[src/rtl/split_ctrl_if.sv]
// Handshake bundle between split_ctrl, the split slave core and the bus arbiter.
// The controller takes the slave modport; the driving side takes the master modport.
interface split_ctrl_if;
    logic req_valid;
    logic slv_done;
    logic split_grant;
    logic slv_start;
    logic ssplit;
    logic sreadysp;
    logic rsp_valid;
    logic timeout_err;
    logic busy;

    modport slave (
        input  req_valid, slv_done, split_grant,
        output slv_start, ssplit, sreadysp, rsp_valid, timeout_err, busy
    );

    modport master (
        output req_valid, slv_done, split_grant,
        input  slv_start, ssplit, sreadysp, rsp_valid, timeout_err, busy
    );
endinterface

[src/rtl/split_ctrl.sv]
// Split-transaction controller: launches the slave core, raises ssplit when the core is slow,
// then sequences the resume handshake. Define SPLIT_CTRL_TIMEOUT_EN to enable the split watchdog.
module split_ctrl #(
    parameter int SPLIT_THRESH = 4,
    parameter int TIMEOUT      = 200,
    parameter int CNT_W        = 8
) (
    input  logic         clk,
    input  logic         rst,
    split_ctrl_if.slave  bus
);
    if (SPLIT_THRESH < 1 || SPLIT_THRESH > (1 << CNT_W) - 1) begin : g_bad_thresh
        $error("split_ctrl: SPLIT_THRESH out of range");
    end
    if (TIMEOUT < 1 || TIMEOUT > (1 << CNT_W) - 1) begin : g_bad_timeout
        $error("split_ctrl: TIMEOUT out of range");
    end

    typedef enum logic [2:0] {IDLE, WAIT, SPLIT, RESUME, DONE} state_t;

    localparam logic [CNT_W-1:0] CNT_MAX = '1;
    localparam logic [CNT_W-1:0] THR_M1  = CNT_W'(SPLIT_THRESH - 1);

    state_t           state_q, state_d;
    logic [CNT_W-1:0] cnt_q, cnt_d, cnt_inc;
    logic             slv_start_q, slv_start_d;
    logic             ssplit_q, ssplit_d;
    logic             sreadysp_q, sreadysp_d;
    logic             rsp_valid_q, rsp_valid_d;
    logic             busy_q, busy_d;
    logic             wd_abort;

`ifdef SPLIT_CTRL_TIMEOUT_EN
    localparam logic [CNT_W-1:0] TO_M1 = CNT_W'(TIMEOUT - 1);
    logic timeout_err_q;
    // Fires on the edge where the counter would reach TIMEOUT; beats done/grant in that cycle.
    assign wd_abort        = (state_q == SPLIT || state_q == RESUME) && (cnt_q == TO_M1);
    assign bus.timeout_err = timeout_err_q;
`else
    assign wd_abort        = 1'b0;
    assign bus.timeout_err = 1'b0;
`endif

    always_comb begin
        cnt_inc     = (cnt_q == CNT_MAX) ? cnt_q : cnt_q + 1'b1;
        state_d     = state_q;
        cnt_d       = cnt_q;
        slv_start_d = 1'b0;
        ssplit_d    = ssplit_q;
        sreadysp_d  = sreadysp_q;
        rsp_valid_d = 1'b0;
        if (wd_abort) begin
            state_d    = IDLE;
            ssplit_d   = 1'b0;
            sreadysp_d = 1'b1;
        end else begin
            case (state_q)
                IDLE: begin
                    sreadysp_d = 1'b1;
                    if (bus.req_valid) begin
                        state_d     = WAIT;
                        cnt_d       = '0;
                        slv_start_d = 1'b1;
                        sreadysp_d  = 1'b0;
                    end
                end
                WAIT: begin
                    cnt_d = cnt_inc;
                    if (bus.slv_done) begin
                        state_d     = DONE;
                        rsp_valid_d = 1'b1;
                    end else if (cnt_q == THR_M1) begin
                        state_d  = SPLIT;
                        ssplit_d = 1'b1;
                        cnt_d    = '0;
                    end
                end
                SPLIT: begin
                    cnt_d = cnt_inc;
                    if (bus.slv_done) begin
                        state_d    = RESUME;
                        ssplit_d   = 1'b0;
                        sreadysp_d = 1'b1;
                    end
                end
                RESUME: begin
                    cnt_d = cnt_inc;
                    if (bus.split_grant) begin
                        state_d     = DONE;
                        rsp_valid_d = 1'b1;
                    end
                end
                DONE: begin
                    state_d    = IDLE;
                    sreadysp_d = 1'b1;
                end
                default: state_d = IDLE;
            endcase
        end
        busy_d = (state_d != IDLE);
    end

    always_ff @(posedge clk or posedge rst) begin
        if (rst) begin
            state_q       <= IDLE;
            cnt_q         <= '0;
            slv_start_q   <= 1'b0;
            ssplit_q      <= 1'b0;
            sreadysp_q    <= 1'b1;
            rsp_valid_q   <= 1'b0;
            busy_q        <= 1'b0;
`ifdef SPLIT_CTRL_TIMEOUT_EN
            timeout_err_q <= 1'b0;
`endif
        end else begin
            state_q       <= state_d;
            cnt_q         <= cnt_d;
            slv_start_q   <= slv_start_d;
            ssplit_q      <= ssplit_d;
            sreadysp_q    <= sreadysp_d;
            rsp_valid_q   <= rsp_valid_d;
            busy_q        <= busy_d;
`ifdef SPLIT_CTRL_TIMEOUT_EN
            timeout_err_q <= wd_abort;
`endif
        end
    end

    assign bus.slv_start = slv_start_q;
    assign bus.ssplit    = ssplit_q;
    assign bus.sreadysp  = sreadysp_q;
    assign bus.rsp_valid = rsp_valid_q;
    assign bus.busy      = busy_q;
endmodule

[src/flat_wrapper.sv]
// flat-port wrapper written by rule: the top's interface ports become plain ports
module split_ctrl_flat 
#(
    parameter int SPLIT_THRESH = 4,
    parameter int TIMEOUT      = 200,
    parameter int CNT_W        = 8
)
  (clk, rst, bus_req_valid, bus_slv_done, bus_split_grant, bus_slv_start, bus_ssplit, bus_sreadysp, bus_rsp_valid, bus_timeout_err, bus_busy);
  split_ctrl_if bus_i ();
  input  logic clk;
  input  logic rst;
  input wire logic [$bits(bus_i.req_valid)-1:0] bus_req_valid;
  input wire logic [$bits(bus_i.slv_done)-1:0] bus_slv_done;
  input wire logic [$bits(bus_i.split_grant)-1:0] bus_split_grant;
  output wire logic [$bits(bus_i.slv_start)-1:0] bus_slv_start;
  output wire logic [$bits(bus_i.ssplit)-1:0] bus_ssplit;
  output wire logic [$bits(bus_i.sreadysp)-1:0] bus_sreadysp;
  output wire logic [$bits(bus_i.rsp_valid)-1:0] bus_rsp_valid;
  output wire logic [$bits(bus_i.timeout_err)-1:0] bus_timeout_err;
  output wire logic [$bits(bus_i.busy)-1:0] bus_busy;
  assign bus_i.req_valid = bus_req_valid;
  assign bus_i.slv_done = bus_slv_done;
  assign bus_i.split_grant = bus_split_grant;
  assign bus_slv_start = bus_i.slv_start;
  assign bus_ssplit = bus_i.ssplit;
  assign bus_sreadysp = bus_i.sreadysp;
  assign bus_rsp_valid = bus_i.rsp_valid;
  assign bus_timeout_err = bus_i.timeout_err;
  assign bus_busy = bus_i.busy;
  split_ctrl #(.SPLIT_THRESH(SPLIT_THRESH), .TIMEOUT(TIMEOUT), .CNT_W(CNT_W)) u_core (.clk(clk), .rst(rst), .bus(bus_i));
endmodule
[config.mk]
export PLATFORM = sky130hd
export DESIGN_NAME = split_ctrl_flat
export DESIGN_NICKNAME = d
export VERILOG_FILES = /design/src/rtl/split_ctrl_if.sv /design/src/rtl/split_ctrl.sv /design/src/flat_wrapper.sv
export SDC_FILE = /design/constraint.sdc
export NUM_CORES = 1
export LEC_CHECK = 0
export ABC_AREA = 0
export CORE_MARGIN = 10
export CORE_UTILIZATION = 53
export CTS_CLUSTER_DIAMETER = 40
export DETAILED_ROUTE_END_ITERATION = 12
export PLACE_DENSITY = 0.76
export SKIP_LAST_GASP = 1
export SLEW_MARGIN = 10
export SYNTH_ARGS = -nofsm -noshare
export SYNTH_HDL_FRONTEND = slang
export SYNTH_SLANG_ARGS = --single-unit
[constraint.sdc]
create_clock -name clk -period 2.1 [get_ports clk]
set_input_delay 0.42 -clock clk [delete_from_list [all_inputs] [get_ports clk]]
set_output_delay 0.42 -clock clk [all_outputs]
set_load 0.005 [all_outputs]
==> results.yml, run 1 <==
sta:
  setup_viol: 0
  fmax_ghz: 0.566
  final.min_clock_period_ps: 1770
  hold_viol: 0
  fin_crit_sh_pct: 84.1
  tightestPinTransition_ps: 587
  whs_ps: 484
  grt_setup_unrepaired: "no"
  tns_ps: 0
  fin_skew_ps: 6.09
  slew_headroom_pct: 60.8
  drv_slew: 0
worst_setup_path:
  slowest_delay_ps: 420
  worstPathMaxFanout: 7
  path_cells: "ha_1 -> nor4b_1 -> buf_4 -> a21o_1 -> and3_1 -> nor2_1"
  end_kind: "register"
  critPathKind: "register to register"
  crit_path_start_kind: "register"
  cpMaxStageDelayCell: "dfrtp_1"
  path_buf_inv: 1
  required_ps: 2270
  r2r-start: "u_core.cnt_q[0]$_DFFE_PP0P_"
  cp.arrival_ps: 1930
  cp-startpoint: "u_core.cnt_q[0]$_DFFE_PP0P_"
  cp_top_family: "simple AND/OR/NAND/NOR gates"
global_routing:
  grt_overflow: 0
  grt_first_pass_wirelength_mm: 3.00
  grt_pass1_vias: 710
  track_usage_pct: 10.5
  antenna_found_initial: 0
  grt_max_degree: 17
synthesis:
  syn_area_um2: 920
  ys.flop_type: "dfrtp_1"
  synth-seq-area-share_pct: 43.7
  ys_types: 41
  synth_top_area_share_pct: 40.8
  yosys_warnings: 0
  synth_seq_cells: 16
  async_reset_ff_share_pct: 100
  synth_top_cell_by_area: "dfrtp_1"
  synth_area_leaders: "dfrtp_1 41%, nand2_1 4.5%, a21oi_1 3.8%"
  syn_inst: 100
  syn_avg_cell_area_um2: 9.20
  synth_edf_count: 0
  syn_nets: 106
clocking:
  clkTransAtPathRegs_ps: 90
  cts-root-buf: "clkbuf_4"
  hold_buffers: 0
  clk-insertion-delay-late_ps: 290
  cts_setup_buffers: 0
  clockBufferDepth: 2
  cts_buffers: 3
  cts_tree: "built"
  cts.sink_count: 16
  ctsHtreeMaxLevel: 1
  postCtsResizedCells: 0
route:
  routed_wl_mm: 1.84
  wl_met3_um: 86
  drc: 0
  wl_met2_um: 782
  wl_met1_um: 940
  routed.top_layer: "met4"
  postRouteAntennaNets: 0
  wl_per_cell_um: 14.5
  vias_per_cell: 5.95
  num_vias: 756
  dr.first_iter.drc_count: 23
  firstDrtPassIters: 7
pwr:
  total_power_mw: 1.08
  irDropWorstVdd_mv: 0.880
  p_leak_nw: 0.453
  power_density_mw_per_mm2: 1020
cells_and_area:
  drive_gt1_share_pct: 10.8
  nets: 118
  final_area_mm2: 0.00105
  area_delta_synth_final_pct: 14.6
  mostFrequentLayoutCells: "15 x dfrtp_1, 11 x nand2_1, 9 x clkdlybuf4s50_1"
  fin_util_pct: 66.8
  n_antenna_cell: 0
  layout_commonest_cell: "dfrtp_1"
floorplanning:
  die_area_mm2: 0.00380
  initial_core_util_pct: 58.3
  core_mm2: 0.00158
  die_y_um: 61.7
  num_rows: 14
  die_w_um: 61.7
  design.portCount: 11
place:
  gp_congestion: 0.834
  port_buffers: 9
  place_area_mm2: 0.00103
  dp_hpwl_mm: 1.41
run:
  drv_cap: 0
run_status:
  status: "complete, no violations"
worst_hold_path:
  worstHoldPathType: "input port to async pin"
Yosys cell counts (all sizes together), types with 2 or more instances:
| master | count |
|---|---|
| inv | 3 |
| nor3 | 3 |
| and3 | 4 |
| nand2 | 11 |
| o21ai | 2 |
| dfrtp | 15 |
| nor2 | 8 |
| clkbuf | 4 |
| nor4b | 3 |
| xnor2 | 2 |
| o32ai | 2 |
| or3 | 3 |
| nor4 | 2 |
| a211oi | 5 |
| mux2i | 2 |
| nand3 | 3 |
| buf | 3 |
| a21oi | 7 |
cells by family after synthesis:
group	count (synthesis)	share of synthesized area (%)
multiplexers	3	3.40
AO/OA/AOI/OAI	21	15.8
other	1	0.408
XOR/XNOR	3	2.86
adder cells (fa/ha/maj)	1	1.36
AND/OR/NAND/NOR	45	26.9
buffers and inverters	10	5.58
flip-flops	16	43.7
area by class of cell:
type,count,area (um^2)
Clock buffer,4,26.3
Fill cell,126,523
Inverter,3,11.3
Multi-Input combinational cell,74,467
Sequential cell,16,402
Tap cell,16,20.0
Timing Repair Buffer,14,128
through the flow:
step	setup WS (ps)	std cells
floorplan	466	100
global placement	156	123
detailed placement	160	123
CTS	333	127
global route	220	127
finish	333	127
sequential cells by signal (all words and copies together), names as in the netlist:
| register | flops |
|---|---|
| u_core.bus.busy | 1 |
| u_core.bus.rsp_valid | 1 |
| u_core.bus.slv_start | 1 |
| u_core.bus.sreadysp | 1 |
| u_core.bus.ssplit | 1 |
| u_core.cnt_q | 8 |
| u_core.state_q | 3 |
report_power, final:
group	switching [mW]	internal (mW)	total (mW)	leakage (nW)
Combinational	0.221	0.222	0.443	0.233
Sequential	0.0783	0.386	0.464	0.206
Clock	0.0959	0.0738	0.170	0.0150
layer usage:
metal	track usage (%)	vias to the layer above
li1	-	383
met1	13.4	344
met2	15.5	25
met3	3.09	4
met4	5.41	0
met5	0	-
final timing paths:
check                                             endpoint  slack (ps)  cells after the start
max                            u_core.cnt_q[2]$_DFFE_PP0P_         330                      6
min                            u_core.cnt_q[7]$_DFFE_PP0P_         480                      2
max reg2reg                    u_core.cnt_q[2]$_DFFE_PP0P_         330                      6
min reg2reg                u_core.bus.sreadysp$_DFFE_PP1P_         500                      2
max in group asynchronous      u_core.cnt_q[6]$_DFFE_PP0P_        1230                      2
min in group clk           u_core.bus.sreadysp$_DFFE_PP1P_         500                      2
Power figures use the tool's default switching activity.
==> run 2: changes to the inputs <==
Settings changed: CORE_UTILIZATION 53 to 48, PLACE_DENSITY 0.76 to 0.73.
Clock period 2.1 ns to 1.5 ns, I/O delays scaled along.
==> results.yml, run 2 (synthesis gave the netlist of run 1 again) <==
clocking:
  cts-root-buf: "clkbuf_4"
  hold_buffers: 0
  clk-insertion-delay-late_ps: 290
  clockBufferDepth: 2
  cts_tree: "built"
  ctsHtreeMaxLevel: 1
  cts_buffers: 3
  clkTransAtPathRegs_ps: 100
  cts.sink_count: 16
worst_setup_path:
  end_kind: "register"
  rrSetupSlack_ps: -50
  worstReg2RegEnd: "u_core.cnt_q[1]$_DFFE_PP0P_"
  r2r-start: "u_core.cnt_q[5]$_DFFE_PP0P_"
  cp-startpoint: "u_core.cnt_q[5]$_DFFE_PP0P_"
  crit_path_start_kind: "register"
  endpoint: "u_core.cnt_q[1]$_DFFE_PP0P_"
  cp.arrival_ps: 1740
  worstPathMaxFanout: 7
  rr_worst_depth: 5
  required_ps: 1690
  critPathKind: "register to register"
run_status:
  status: "finished with violations"
  violations: "negative setup slack"
pwr:
  power_density_mw_per_mm2: 1390
  irDropWorstVdd_mv: 1.12
  total_power_mw: 1.83
  p_leak_nw: 0.572
cells_and_area:
  mostFrequentLayoutCells: "25 x buf_4, 15 x dfrtp_1, 11 x nand2_1"
  nets: 140
  regArea_um2: 402
  area_delta_synth_final_pct: 43.5
  largest_reg_flops: 8
  nFillCells: 134
  n_antenna_cell: 0
  largest-register: "u_core.cnt_q"
  reg.largest.list: "u_core.cnt_q: 8 flops, u_core.state_q: 3 flops"
  multi_input_area_um2: 548
  layout_commonest_cell: "buf_4"
  drive_gt1_share_pct: 36.1
route:
  drc: 0
  wl_per_cell_um: 15.6
  dr.first_iter.drc_count: 34
  num_vias: 887
  routed_wl_mm: 2.47
  vias_per_cell: 5.61
  postRouteAntennaNets: 0
  firstDrtPassIters: 4
global_routing:
  antenna_found_initial: 0
  grt_pass1_vias: 897
  grt_overflow: 0
  grt_first_pass_wirelength_mm: 4.04
  grt_max_degree: 17
  track_usage_pct: 12.3
floorplanning:
  die_y_um: 63.8
  design.portCount: 11
  die_area_mm2: 0.00407
  die_w_um: 63.8
  initial_core_util_pct: 52.1
  core_mm2: 0.00176
  num_rows: 15
sta:
  fin_skew_ps: 3.89
  fin_crit_sh_pct: 103
  drv_slew: 0
  fmax_ghz: 0.645
  worst_slack_ps: -51.2
  setup_viol: 5
  hold_viol: 0
  grt_setup_unrepaired: "yes"
  final.min_clock_period_ps: 1550
worst_hold_path:
  worstHoldPathType: "input port to async pin"
place:
  dp_hpwl_mm: 1.66
  port_buffers: 9
  gp_congestion: 0.865
  post-place-ws_ps: -249
run:
  drv_cap: 0
[run 2: area by class of cell]
class / instances / share of cell area [%]
well taps: 25 / 2.37
repair buffers: 36 / 22.8
multi-input cells: 74 / 41.5
clock buffers: 4 / 1.99
flip-flops and latches: 16 / 30.4
inverters: 3 / 0.853
[run 2: worst min-delay path by stage]
stage	startpoint	to	slack, ps	cells past startpoint
finish	rst	u_core.bus.ssplit$_DFFE_PP0P_	320	3
global route	rst	u_core.state_q[2]$_DFF_PP0_	370	3
CTS	rst	u_core.state_q[2]$_DFF_PP0_	330	3
detailed placement	u_core.bus.sreadysp$_DFFE_PP1P_	u_core.bus.sreadysp$_DFFE_PP1P_	500	2
global placement	u_core.bus.ssplit$_DFFE_PP0P_	u_core.bus.ssplit$_DFFE_PP0P_	490	2
floorplan	rst	u_core.bus.busy$_DFF_PP0_	210	1
[run 2: what timing repair did]
item / in CTS / in global routing
setup buffers: 3 / 2
setup endpoints to repair: 10 / 12
pin swaps: 3 / 9
gates cloned: 0 / 0
gates resized for setup: 7 / 10
[run 2: routing by layer]
layer / wire length, um / vias to the layer above / global-route usage, %
met5: 0 / - / 0
met4: 76 / 0 / 7.92
met3: 113 / 8 / 3.48
met2: 1160 / 16 / 18.3
met1: 1110 / 436 / 15.2
li1: - / 427 / -
[run 2: through the flow]
stage / TNS [ps] / util [%] / cells / area [um^2] / hold slack [ps]
2_1_floorplan: 0 / - / 100 / 940 / 213
3_3_place_gp: -1410 / 67.2 / 149 / 1190 / 491
3_5_place_dp: -1560 / 67.2 / 149 / 1190 / 498
4_1_cts: -16.8 / 72.0 / 156 / 1270 / 332
5_1_grt: -810 / 74.8 / 158 / 1320 / 367
6_report: -131 / 74.8 / 158 / 1320 / 316
[run 2: critical path, cell delays in order (launching register included)]
cell	delay, ps
dfrtp_1	430
buf_4	180
and3_1	200
a211oi_2	330
mux2i_1	260
nor2_1	50
[run 2: where the power goes]
group	internal (mW)	switching [mW]	leakage, nW
Clock	0.104	0.143	0.0150
Combinational	0.509	0.452	0.351
Sequential	0.541	0.0817	0.206
Total	1.15	0.677	0.572
==> run 3: changes to the inputs <==
Settings changed: CAP_MARGIN set to 20, CTS_CLUSTER_SIZE set to 24.
==> results of run 3 <==
Final layout, timing and power as in run 2 (identical DEF).
